[src/rtl/y86_pkg.sv]
// y86_pkg: shared Y86 icode constants, status codes, stage-state enum and icode class helpers
package y86_pkg;
  localparam logic [3:0] HALT = 4'h0, NOP = 4'h1, CMOV = 4'h2, IRMOV = 4'h3;
  localparam logic [3:0] RMMOV = 4'h4, MRMOV = 4'h5, OPQ = 4'h6, JXX = 4'h7;
  localparam logic [3:0] CALL = 4'h8, RET = 4'h9, PUSH = 4'hA, POP = 4'hB;
  localparam logic [2:0] STAT_AOK = 3'd1, STAT_HLT = 3'd2, STAT_ADR = 3'd3, STAT_INS = 3'd4;
  typedef enum logic [3:0] {
    S_IDLE, S_FETCH, S_DECODE, S_EXECUTE, S_MEMORY, S_WRITEBACK, S_PCUPDATE, S_HALTED, S_ERROR
  } stage_t;
  function automatic logic usesMem(input logic [3:0] ic);
    return ic inside {RMMOV, MRMOV, CALL, RET, PUSH, POP};
  endfunction
  function automatic logic writesReg(input logic [3:0] ic);
    return ic inside {CMOV, IRMOV, MRMOV, OPQ, CALL, RET, PUSH, POP};
  endfunction
endpackage

[src/rtl/mem_wait_timer.sv]
// mem_wait_timer: counts MEMORY wait cycles; expire fires on the wait that reaches MEM_TIMEOUT (never when 0)
module mem_wait_timer #(
  parameter int MEM_TIMEOUT = 15,
  parameter int TO_W = 4
) (
  input  logic clk,
  input  logic rst,
  input  logic clr,
  input  logic en,
  output logic expire
);
  logic [TO_W-1:0] cnt;
  always_ff @(posedge clk) begin
    if (rst || clr) cnt <= '0;
    else if (en) cnt <= cnt + 1'b1;
  end
  assign expire = (MEM_TIMEOUT != 0) && en && (cnt + 1'b1 == TO_W'(MEM_TIMEOUT));
endmodule

[src/rtl/seq_stage_ctrl.sv]
// seq_stage_ctrl: multicycle Y86 SEQ stage sequencer with dmem handshake/timeout and stat ownership.
// Define SEQ_PERF_CNT_EN to add the instr_cnt/cycle_cnt performance counter ports.
module seq_stage_ctrl
  import y86_pkg::*;
#(
  parameter int MEM_TIMEOUT = 15,
  parameter int TO_W = 4,
  parameter int CNT_W = 32
) (
  input  logic             clk,
  input  logic             rst,
  input  logic             start,
  input  logic [3:0]       icode,
  input  logic             imem_error,
  input  logic             dmem_ack,
  input  logic             dmem_error,
  output logic             f_en,
  output logic             d_en,
  output logic             e_en,
  output logic             m_en,
  output logic             w_en,
  output logic             pc_en,
  output logic             dmem_req,
  output logic [3:0]       cur_icode,
  output logic [2:0]       stat,
`ifdef SEQ_PERF_CNT_EN
  output logic             busy,
  output logic [CNT_W-1:0] instr_cnt,
  output logic [CNT_W-1:0] cycle_cnt
`else
  output logic             busy
`endif
);
  if (MEM_TIMEOUT >= 2**TO_W || CNT_W < 1) $error("seq_stage_ctrl: MEM_TIMEOUT must be below 2**TO_W");
  stage_t state, nextState;
  logic [2:0] nextStat;
  logic timeout;
  mem_wait_timer #(.MEM_TIMEOUT(MEM_TIMEOUT), .TO_W(TO_W)) uTimer (
    .clk(clk), .rst(rst), .clr(!m_en), .en(m_en && !dmem_ack), .expire(timeout)
  );
  always_comb begin
    nextState = state;
    nextStat = stat;
    case (state)
      S_IDLE: nextState = start ? S_FETCH : S_IDLE;
      S_FETCH: begin
        nextState = imem_error || icode > POP ? S_ERROR : icode == HALT ? S_HALTED : S_DECODE;
        nextStat = imem_error ? STAT_ADR : icode == HALT ? STAT_HLT : icode > POP ? STAT_INS : stat;
      end
      S_DECODE: nextState = S_EXECUTE;
      S_EXECUTE: nextState = usesMem(cur_icode) ? S_MEMORY : writesReg(cur_icode) ? S_WRITEBACK : S_PCUPDATE;
      S_MEMORY: begin
        // an ack carrying an error beats both completion and the timeout
        if ((dmem_ack && dmem_error) || (!dmem_ack && timeout)) begin
          nextState = S_ERROR;
          nextStat = STAT_ADR;
        end else if (dmem_ack) nextState = writesReg(cur_icode) ? S_WRITEBACK : S_PCUPDATE;
      end
      S_WRITEBACK: nextState = S_PCUPDATE;
      S_PCUPDATE: nextState = S_FETCH;
      default: nextState = state;
    endcase
  end
  always_ff @(posedge clk) begin
    if (rst) begin
      state <= S_IDLE;
      stat <= STAT_AOK;
      cur_icode <= '0;
    end else begin
      state <= nextState;
      stat <= nextStat;
      if (f_en) cur_icode <= icode;
    end
  end
  assign f_en = state == S_FETCH;
  assign d_en = state == S_DECODE;
  assign e_en = state == S_EXECUTE;
  assign m_en = state == S_MEMORY;
  assign w_en = state == S_WRITEBACK;
  assign pc_en = state == S_PCUPDATE;
  assign dmem_req = m_en;
  assign busy = f_en | d_en | e_en | m_en | w_en | pc_en;
`ifdef SEQ_PERF_CNT_EN
  always_ff @(posedge clk) begin
    if (rst) begin
      instr_cnt <= '0;
      cycle_cnt <= '0;
    end else begin
      if (pc_en) instr_cnt <= instr_cnt + CNT_W'(1);
      if (busy) cycle_cnt <= cycle_cnt + CNT_W'(1);
    end
  end
`endif
endmodule

[config.mk]
export PLATFORM = sky130hd
export DESIGN_NAME = seq_stage_ctrl
export DESIGN_NICKNAME = d
export VERILOG_FILES = /design/src/rtl/y86_pkg.sv /design/src/rtl/mem_wait_timer.sv /design/src/rtl/seq_stage_ctrl.sv
export SDC_FILE = /design/constraint.sdc
export NUM_CORES = 1
export LEC_CHECK = 0
export BUFFER_PORTS_ARGS = -buffer_cell sky130_fd_sc_hd__buf_2
export CORE_MARGIN = 3
export CORE_UTILIZATION = 55
export DETAILED_ROUTE_END_ITERATION = 8
export GPL_TIMING_DRIVEN = 0
export HOLD_SLACK_MARGIN = 0.08
export PLACE_DENSITY = 0.84
export REMOVE_ABC_BUFFERS = 1
export SLEW_MARGIN = 10
export SYNTH_ARGS = -nofsm -noshare
export SYNTH_HDL_FRONTEND = slang
export SYNTH_SLANG_ARGS = --single-unit
[constraint.sdc]
create_clock -name clk -period 3.27 [get_ports clk]
set_input_delay 0.8175 -clock clk [delete_from_list [all_inputs] [get_ports clk]]
set_output_delay 0.8175 -clock clk [all_outputs]
set_load 0.03 [all_outputs]
# Word-level counts from Yosys, hierarchy flattened
# Cells that the tools add are included.
[classes]
shift = 0
multipliers = 0
n_addsub = 1
reduce_logical = 17
mux = 13
order_cmp = 1
bitwise = 5
n_div = 0
eq_ne = 19
[op_table]
columns = ["op", "n"]
rows = [
  ["$pmux W4 S7", 1],
  ["$eq A4 B3 Y1 const B", 6],
  ["$eq A4 B4 Y1 const B", 5],
  ["$eq A4 B2 Y1 const B", 4],
  ["$mux W4", 4],
  ["$mux W3", 5],
  ["$logic_not A4 Y1", 2],
  ["$reduce_bool A8 Y1", 1],
  ["$reduce_bool A7 Y1", 1],
  ["$pmux W3 S2", 1],
  ["$reduce_bool A6 Y1", 1],
  ["$or A1 B1 Y1", 5],
  ["$add A4 B1 Y4 const B", 1],
  ["$eq A4 B1 Y1 const B", 1],
  ["$gt A4 B4 Y1 const B", 1],
  ["$logic_and A1 B1 Y1", 4],
  ["$ne A4 B2 Y1 const B", 1],
  ["$logic_or A1 B1 Y1", 3],
  ["$ne A3 B2 Y1 const B", 1],
  ["$reduce_and A3 Y1", 1],
  ["$logic_not A1 Y1", 2],
  ["$mux W2", 1],
  ["$ne A2 B1 Y1 const B", 1],
  ["$reduce_and A2 Y1", 1],
  ["2 further kinds", 2],
]
[totals]
rom_bits = 0
mem_bits_rw = 0
reg_bits = 15
latchBits = 0
output_inout_bits = 15
mem_count = 0
elab_cells = 60
in_bits = 10

# Longest topological paths before layout
[logic_depth]
word_depth = 7
depth_mapped = 7
mapped_depth_nobuf = 7

# Hierarchy
# Synthesis repeated with hierarchy kept, for this count alone.
[hier_totals]
cells_unflattened = 114
hier_area_um2 = 978.4
[modules_own_cells]
columns = ["mod", "cells_per_inst", "n_inst", "area_per_inst_um2"]
rows = [
  ["seq_stage_ctrl", 89, 1, 749.5],
  ["mem_wait_timer", 25, 1, 229.0],
]

# Least setup slack after synthesis
# OpenSTA, ideal clock, no wires.
[synth_timing]
path_kind = "register to output"
start = "register state[1]"
end = "output port d_en"
stages_incl_launch_ff = 3
slack_ns = 0.844
arrival_ns = 1.609
required_ns = 2.453
path_cell_list = "dfxtp_1 buf_2 nor4b_1"
[synth_via]
elab_chain_len = 1
[synth_rtl]
columns = ["element", "line_no", "source"]
rows = [
  ["start: declaration", "seq_stage_ctrl.sv:35", "stage_t state, nextState;"],
  ["start signal: assignment", "seq_stage_ctrl.sv:70", "state <= nextState;"],
  ["$eq A4 B2 Y1", "seq_stage_ctrl.sv:76", "assign d_en = state == S_DECODE;"],
  ["end: declaration", "seq_stage_ctrl.sv:18", "output logic d_en,"],
]
# No other way between the ends.

# Worst setup path after layout
[layout_timing]
start = "register state[0]"
end = "output port f_en"
[layout_via]
elab_chain_len = 1
[layout_rtl]
columns = ["element", "line_no", "source"]
rows = [
  ["$eq A4 B1 Y1", "seq_stage_ctrl.sv:75", "assign f_en = state == S_FETCH;"],
  ["end: declaration", "seq_stage_ctrl.sv:17", "output logic f_en,"],
]
# No other way between the ends.

==> results by group <==
Placement
  • Final estimated routing congestion in global placement: 0.8083
  • Count of buffers from port buffering: 24
  • Post-place setup slack: 980.9 ps
  • HPWL reported at the end of detailed placement: 1591 um

Detailed routing
  • Avg WL per Cell: 13.23 um
  • First DRT Iteration DRCs: 32
  • DR vias: 959
  • Total wire length after detailed routing: 2196 um
  • First drt pass iteration count: 4
  • Via density per instance: 5.777
  • Remaining number of nets flagged by the antenna check after routing: 0
  • # DRC: 0

Clock network
  • Clock Latency Late Sink: 290 ps
  • Buffer count from post-CTS setup fixing: 0
  • Number of buffers on the longest clock path: 2
  • Total clock buffers created by CTS: 3
  • Quantity of gates resized following cts: 0
  • # hold bufs at CTS: 0
  • CTS sink count: 15
  • Clock tree root driver cell: clkbuf_4
  • CTS tree: done
  • Max H-tree Level: 1
  • Clock Pin Slew Worst Setup and Hold Paths: 100 ps

Pwr
  • Sequential group share of total power: 49.3%
  • Clock group share of total power: 26.2%
  • Internal cell power: 0.2793 mW
  • Power per unit of standard cell area: 387.8 nW/um^2
  • Static leakage: 0.4316 nW
  • Switching Power: 0.1515 mW
  • Sw frac: 35.17%
  • VDD IR max: 340.7 uV
  • Fraction of power consumed by combinational cells: 24.5%

Synth
  • Proportion of synthesized flip-flops having asynchronous set or reset: 0%
  • Most instantiated flip-flop cell in the synthesis netlist: dfxtp_1
  • Mean area per synthesized cell: 8.061 sq um
  • Portion of synthesized cell area occupied by the leading cell type: 30.53%
  • Number of warning messages in the yosys log: 0
  • Synth Register Bits: 15
  • Synth area leaders: dfxtp_1 (31%), nand2_1 (6.5%), a21oi_1 (5.1%)
  • Count leader, synth: nand2_1
  • Leading cell types by count after synthesis: nand2_1 (17), dfxtp_1 (15), nor2_1 (13)
  • Top cell type by total area after synthesis: dfxtp_1
  • Sequential fraction of the synthesis area: 30.53%
  • Distinct cell type count after synthesis: 47
  • Post-Syn Area: 983.4 sq um
  • Instance count of the mapped netlist: 122
  • EDFF count, synth: 0

Outcome
  • Outcome: completed

STA
  • Actual transition at the worst max-transition pin: 564.1 ps
  • Layout Skew: 6.691 ps
  • Final setup viols: 0
  • Final hold violation count: 0
  • Pins over their slew limit: 0
  • Achievable clock frequency: 0.3779 GHz
  • Period minus WS final: 2646 ps
  • Unrepaired setup endpoints after global routing: no
  • Total negative slack: 0 ps
  • Worst-case headroom to the max-slew limit: 61.42%
  • Setup WS post-layout: 623.7 ps
  • Post-route clock period utilization: 80.93%

Floorplan
  • Cell Rows: 14
  • Core area: 1594 sq um
  • Io pins: 25
  • Floorplan die width: 48.29 um
  • Effective utilization at floorplan: 61.70%
  • Die Height: 48.29 um
  • Area of the die: 2331 sq um

Global route
  • Maximum number of pins on one net before global-route repair: 15
  • Number of antenna violations at the first check in global routing: 0
  • Number of global-route vias before repair: 757
  • First-pass GRT wire length: 3236 um
  • Overflow left after global routing: 0
  • Total routing resource utilization after global routing: 19.89%

Finish
  • Multi-input gate area in the final layout: 608.1 sq um
  • Layout cells sized above 1: 28.17%
  • # nets final: 155
  • Final Util: 69.70%
  • Number of diodes: 0
  • Fillers: 131
  • FF+latch area: 300.3 sq um
  • Signed area change from the synthesized netlist to the final layout: 12.98%

Flow run
  • Count of max-cap constraint violations: 0

Critical path
  • Nature of the critical path endpoint: output port
  • Worst path required time: 2450 ps
  • Worst setup path class: flip-flop to output port
  • Worst setup SP type: flip-flop
  • Arrival time worst endpoint: 1830 ps
  • Largest driver fanout on the critical path: 13

Hold path
  • Hold crit path type: flip-flop to flip-flop
==> critical path, cell delays in order, from the launching register on <==
cell	delay, ps
dfxtp_1	610
or4b_4	590
inv_2	120
buf_2	210
==> cell type report <==
cell class	count	share of cell area (%)
Clock buffer	3	2.027
Sequential cell	15	27.03
Inverter	6	2.027
Clock inverter	1	0.6757
Tap cell	24	2.703
Multi-Input combinational cell	93	54.73
Timing Repair Buffer	24	10.81
==> worst paths after layout <==
check | startpoint | endpoint | slack [ps] | cells past startpoint
setup / recovery | state[0]$_SDFFE_PP0P_ | f_en | 620 | 3
hold / removal | cur_icode[0]$_SDFFE_PP0P_ | cur_icode[0]$_SDFFE_PP0P_ | 520 | 2
setup reg to reg | uTimer.cnt[0]$_SDFFE_PP0P_ | state[0]$_SDFFE_PP0P_ | 1250 | 6
hold reg to reg | cur_icode[0]$_SDFFE_PP0P_ | cur_icode[0]$_SDFFE_PP0P_ | 520 | 2
==> through the flow <==
step / total power, mW / hold WS (ps) / std cells / instance area (sq um)
global placement: 0.3169 / 476.7 / 162 / 1081
CTS: 0.4351 / 506.9 / 166 / 1111
detailed placement: 0.3206 / 492.5 / 162 / 1081
finish: 0.4309 / 515.1 / 166 / 1111
floorplan: 0.2872 / 504.1 / 114 / 930.9
global route: 0.4544 / 540.3 / 166 / 1111
==> registers in the layout, indices dropped and copies added, names as in the netlist <==
name	flops
stat	3
cur_icode	4
state	4
uTimer.cnt	4
==> power groups by stage <==
| stage | logic, mW | clock network [mW] | registers, mW |
|---|---|---|---|
| 2_1_floorplan | 0.0612 | 0 | 0.226 |
| 3_3_place_gp | 0.102 | 0 | 0.215 |
| 3_5_place_dp | 0.105 | 0 | 0.216 |
| 4_1_cts | 0.106 | 0.117 | 0.212 |
| 5_1_grt | 0.116 | 0.124 | 0.214 |
| 6_report | 0.106 | 0.113 | 0.212 |
==> cell families (layout without fill, tap and decap cells) <==
logic type	Yosys count	in the layout	share of synthesized area (%)
AOI/OAI and AO/OA	33	33	23.79
xor gates and xnor gates	3	3	2.672
adders and majority gates	2	2	2.544
buffers and inverters	14	34	7.633
DFF	15	15	30.53
and+or+nand+nor	55	55	32.83
==> cell usage in the layout, fill, tap and decap left out, types with 3 or more instances in the layout <==
cell	instances
nand3_1	3
nand2_1	17
dfxtp_1	15
inv_1	5
buf_2	24
o2bb2ai_1	3
a21oi_1	10
o21ai_0	6
nor2_1	13
clkbuf_4	3
==> routing by layer <==
metal / up-vias / track usage (%) / part of all wire, %
met5: - / 0 / 0
met1: 449 / 27.05 / 48
met3: 3 / 6.642 / 4.3
met2: 24 / 28.91 / 46
met4: 0 / 7.527 / 0.77
li1: 483 / - / -
No activity file was read; power rests on OpenSTA's default activity.
